**src/rtl/vga_bin2bcd.sv**
```systemverilog
// rtl/vga_bin2bcd.sv - frame-synchronous binary to BCD converter with leading-zero blank mask
// Optional signed input handling is enabled by defining VGA_BCD_SIGNED_EN.
module vga_bin2bcd #(
  parameter int DATA_W = 32,
  parameter int DIGITS = 10
) (
  input  logic                  vga_clk,
  input  logic                  rst,
  input  logic [DATA_W-1:0]     digit,
  input  logic                  frame_start,
  output logic [4*DIGITS-1:0]   bcd_out,
  output logic [DIGITS-1:0]     blank_mask,
  output logic                  sign,
  output logic                  update,
  output logic                  busy
);

  localparam int BCD_W = 4 * DIGITS;
  localparam int CNT_W = $clog2(DATA_W + 1);
  localparam logic [DIGITS-1:0] MASK_RST = {{(DIGITS-1){1'b1}}, 1'b0};

  typedef enum logic [1:0] {IDLE, SHIFT, DONE} state_t;

  state_t            state;
  state_t            state_nxt;
  logic [DATA_W-1:0] bin;
  logic [DATA_W-1:0] load_val;
  logic [BCD_W-1:0]  scratch;
  logic [BCD_W-1:0]  adj;
  logic [CNT_W-1:0]  cnt;
  logic [DIGITS-1:0] mask_nxt;
  logic              upper_zero;

  always_ff @(posedge vga_clk or negedge rst) begin
    if (!rst) state <= IDLE;
    else      state <= state_nxt;
  end

  always_comb begin
    state_nxt = state;
    case (state)
      IDLE:    if (frame_start) state_nxt = SHIFT;
      SHIFT:   if (cnt == CNT_W'(1)) state_nxt = DONE;
      DONE:    state_nxt = IDLE;
      default: state_nxt = IDLE;
    endcase
  end

  // Per-nibble add-3 correction; nibbles never carry into each other.
  always_comb begin
    adj = scratch;
    for (int i = 0; i < DIGITS; i++) begin
      if (scratch[4*i +: 4] >= 4'd5) adj[4*i +: 4] = scratch[4*i +: 4] + 4'd3;
    end
  end

  // A digit is blanked only when it and every more significant digit are zero.
  always_comb begin
    mask_nxt   = '0;
    upper_zero = 1'b1;
    for (int i = DIGITS - 1; i >= 1; i--) begin
      upper_zero  = upper_zero & (scratch[4*i +: 4] == 4'd0);
      mask_nxt[i] = upper_zero;
    end
  end

`ifdef VGA_BCD_SIGNED_EN
  logic sign_cap;

  assign load_val = digit[DATA_W-1] ? (DATA_W'(0) - digit) : digit;

  always_ff @(posedge vga_clk or negedge rst) begin
    if (!rst) begin
      sign_cap <= 1'b0;
      sign     <= 1'b0;
    end else begin
      if (state == IDLE && frame_start) sign_cap <= digit[DATA_W-1];
      if (state == DONE)                sign     <= sign_cap;
    end
  end
`else
  assign load_val = digit;
  assign sign     = 1'b0;
`endif

  always_ff @(posedge vga_clk or negedge rst) begin
    if (!rst) begin
      bin        <= '0;
      scratch    <= '0;
      cnt        <= '0;
      bcd_out    <= '0;
      blank_mask <= MASK_RST;
      update     <= 1'b0;
      busy       <= 1'b0;
    end else begin
      update <= 1'b0;
      case (state)
        IDLE: begin
          if (frame_start) begin
            bin     <= load_val;
            scratch <= '0;
            cnt     <= CNT_W'(DATA_W);
            busy    <= 1'b1;
          end
        end
        SHIFT: begin
          scratch <= {adj[BCD_W-2:0], bin[DATA_W-1]};
          bin     <= {bin[DATA_W-2:0], 1'b0};
          cnt     <= cnt - CNT_W'(1);
        end
        DONE: begin
          bcd_out    <= scratch;
          blank_mask <= mask_nxt;
          update     <= 1'b1;
          busy       <= 1'b0;
        end
        default: ;
      endcase
    end
  end

endmodule

```
**config.mk**
```make
export PLATFORM = sky130hd
export DESIGN_NAME = vga_bin2bcd
export DESIGN_NICKNAME = d
export VERILOG_FILES = /design/src/rtl/vga_bin2bcd.sv
export SDC_FILE = /design/constraint.sdc
export NUM_CORES = 1
export LEC_CHECK = 0
export CAP_MARGIN = 20
export CORE_UTILIZATION = 55
export CTS_BUF_LIST = sky130_fd_sc_hd__clkbuf_8 sky130_fd_sc_hd__clkbuf_16
export CTS_CLUSTER_DIAMETER = 30
export DETAILED_ROUTE_END_ITERATION = 12
export PLACE_DENSITY_LB_ADDON = 0.15
export SYNTH_ARGS = -nofsm -noshare
export SYNTH_HDL_FRONTEND = slang
export SYNTH_SLANG_ARGS = --single-unit
```
**constraint.sdc**
```tcl
create_clock -name vga_clk -period 2.07 [get_ports vga_clk]
set_input_delay 0.414 -clock vga_clk [delete_from_list [all_inputs] [get_ports vga_clk]]
set_output_delay 0.414 -clock vga_clk [all_outputs]
set_load 0.02 [all_outputs]
```
==> impl_metrics.json <==
{
  "status": "complete, no violations",
  "dr.pass1.iters": 5,
  "end_kind": "primary output",
  "fin_skew_ps": 10.95,
  "final_cells": 807,
  "cp_max_fo": 2,
  "clkTransAtPathRegs_ps": 60,
  "fmaxAchievable_mhz": 517.8,
  "slew_violations": 0,
  "synth_mux_area_share_pct": 5.917,
  "synth-seq-cells": 131,
  "finalHoldViolCount": 0,
  "grtUsageTotal_pct": 24.65,
  "antenna_found_initial": 0,
  "fp.dieW_um": 107.6,
  "via_count": 4621,
  "gp_congestion": 0.8225,
  "syn_area_per_cell_um2": 10.95,
  "required_ps": 1660,
  "synth_area_um2": 6132,
  "synthAdderAreaFrac_pct": 6.121,
  "ys_warn_count": 0,
  "cts-root-buf": "clkbuf_8",
  "synth_top_family_by_area": "compound AO/OA/AOI/OAI gates",
  "die-area_um2": 11580,
  "clk_latency_ps": 520,
  "synth_edf_count": 0,
  "dpl.cell_count": 774,
  "fin_nets": 719,
  "worst_path_max_delay_cell": "clkdlybuf4s50_1",
  "period_minus_slack_ps": 1931,
  "grt_max_degree": 33,
  "clockBufferDepth": 2,
  "ant_nets": 0,
  "wl_per_cell_um": 15.94,
  "yosysUniqueCellTypes": 45,
  "gr-total-overflow": 0,
  "drc": 0,
  "synthSimpleGateAreaFrac_pct": 9.712,
  "antenna-diode-count": 0,
  "cts_tree": "done",
  "die_h_um": 107.6,
  "areaGrowthSynthToFinish_pct": 27.22,
  "cp-start-kind": "register",
  "power.static_leakage_nw": 3.596,
  "grt_pass1_vias": 4692,
  "wirelength_mm": 12.86,
  "post_cts_buffers": 0,
  "cp.arrival_ps": 1520,
  "finalCritPeriodShare_pct": 93.29,
  "start_util_pct": 56.57,
  "crit_buf_inv": 1,
  "holdWs_ps": 341.8,
  "cp_top_family": "buffers and inverters",
  "cts_buffers": 17,
  "hold_class": "in -> async",
  "row_count": 38,
  "cap_violations": 0,
  "synth_compound_area_share_pct": 18.45,
  "core-area_um2": 10840,
  "reg2reg_slack_ps": 200,
  "io_buffer_count": 85,
  "criticalPathCategory": "reg -> out",
  "cp_cell_sequence": "clkdlybuf4s50_1",
  "rsz0062_at_grt": "no",
  "grt_pass1_wl_mm": 22.15,
  "ios": 88,
  "place_ws_ps": 45.40,
  "worst_slack_ps": 138.9,
  "vias_per_cell": 5.726,
  "vdd_ir_drop_max_v": 0.0008500,
  "cts.sinks": 131,
  "ys_seq_area_share_pct": 53.64,
  "drive_above_1_share_pct": 14.09,
  "fin_total_pwr_w": 0.01217,
  "synth-main-ff-cell": "dfrtp_1",
  "p_per_area_nw_per_um2": 1560,
  "finalSetupTns_ps": 0,
  "htreeDepth": 4,
  "drt_iter0_drc": 189,
  "async_flop_share_pct": 100.0,
  "cpPeakStageDelay_ps": 620,
  "synth_xor_area_share_pct": 1.571,
  "setup_viol": 0,
  "fillers": 778,
  "synth_cells": 560,
  "hpwlAfterDp_mm": 8.724
}
## power breakdown
part	internal, W	switching (W)	leakage, nW
Clock	0.00172	0.00104	0.293
Combinational	0.00239	0.00265	1.62
Sequential	0.00356	0.000818	1.68
Total	0.00767	0.00450	3.60
## routing by layer
metal / up-vias / share of wire, % / global-route usage [%]
met5: - / 0 / 0
met4: 0 / 0.86 / 7.926
met3: 11 / 4.3 / 5.327
met2: 102 / 51 / 42.08
met1: 2314 / 44 / 31.16
li1: 2194 / - / -
## final cells by class
class / count / area, µm² / area share, %
flip-flops and latches: 131 / 3289 / 42.17
well taps: 140 / 175.2 / 2.245
repair buffers: 109 / 1121 / 14.37
inverters: 23 / 86.33 / 1.107
clock buffers: 22 / 483.0 / 6.191
multi-input cells: 372 / 2575 / 33.01
clock inverters: 10 / 71.32 / 0.9142
## registers in the layout (all words and copies together) (netlist names)
name / count
bcd_out: 40
bin: 32
blank_mask: 9
busy: 1
cnt: 6
scratch: 40
state: 2
update: 1
## path summary, 6_finish.rpt
path,end,from,depth (start not counted)
max in group asynchronous,bin[18],rst,3
max,bcd_out[2],bcd_out[2],1
min reg2reg,blank_mask[4],blank_mask[4],2
min in group vga_clk,blank_mask[4],blank_mask[4],2
max reg2reg,blank_mask[1],scratch[36],6
min,bcd_out[31],rst,2
## logic make-up after synthesis
family,after synthesis
AOI/OAI and AO/OA,179
DFF,131
and+or+nand+nor,117
buffers and inverters,58
muxes,33
adders and majority gates,30
xor gates and xnor gates,11
other,1
## Yosys cell counts, drive strengths merged, types with 10 or more instances
library cell | n | area, µm²
inv | 23 | 86.33
o21ai | 70 | 350.3
dfrtp | 122 | 3053
a32o | 10 | 100.1
xnor2 | 10 | 87.58
buf | 26 | 157.7
nand2b | 13 | 96.35
ha | 30 | 375.4
o22ai | 18 | 112.6
mux2 | 26 | 292.8
nand2 | 63 | 239.0
a22oi | 31 | 232.7
o31ai | 11 | 82.58
a21oi | 22 | 110.1
## metrics by stage
step	cell area, µm²	utilization, %
after floorplan	6136	-
after global placement	7216	66.56
after detailed placement	7216	66.56
after CTS	7777	71.75
after global routing	7801	71.96
final	7801	71.96
## placed cells by master, fill, tap and decap left out, types with 2 or more instances in the layout
master,n
dfrtp_1,122
clkdlybuf4s50_1,75
o21ai_0,65
nand2_1,62
a22oi_1,31
ha_1,30
inv_1,28
mux2_2,26
a21oi_1,22
o22ai_1,18
buf_4,18
clkbuf_16,16
nand2b_1,11
o31ai_1,11
xnor2_1,10
a32o_1,10
nor2b_1,9
dfstp_2,9
nor2_1,7
a22o_1,7
mux2i_1,7
nor3b_1,7
dlymetal6s2s_1,7
clkbuf_8,6
buf_12,6
o21ai_1,5
o211ai_1,3
o311ai_0,3
nand3_1,3
nand4_1,3
clkinv_2,3
nand2b_4,2
o32ai_1,2
and3_1,2
conb_1,2
dlygate4sd2_1,2
## what timing repair did
item                                    in CTS  in global routing
hold endpoints to repair                    16                  0
gates cloned                                 0                  0
pin swaps                                    0                  0
endpoints found under the setup margin       2                 12
gates resized for setup                      2                  9
hold buffers                                 1                  0
Power figures use the tool's default switching activity.
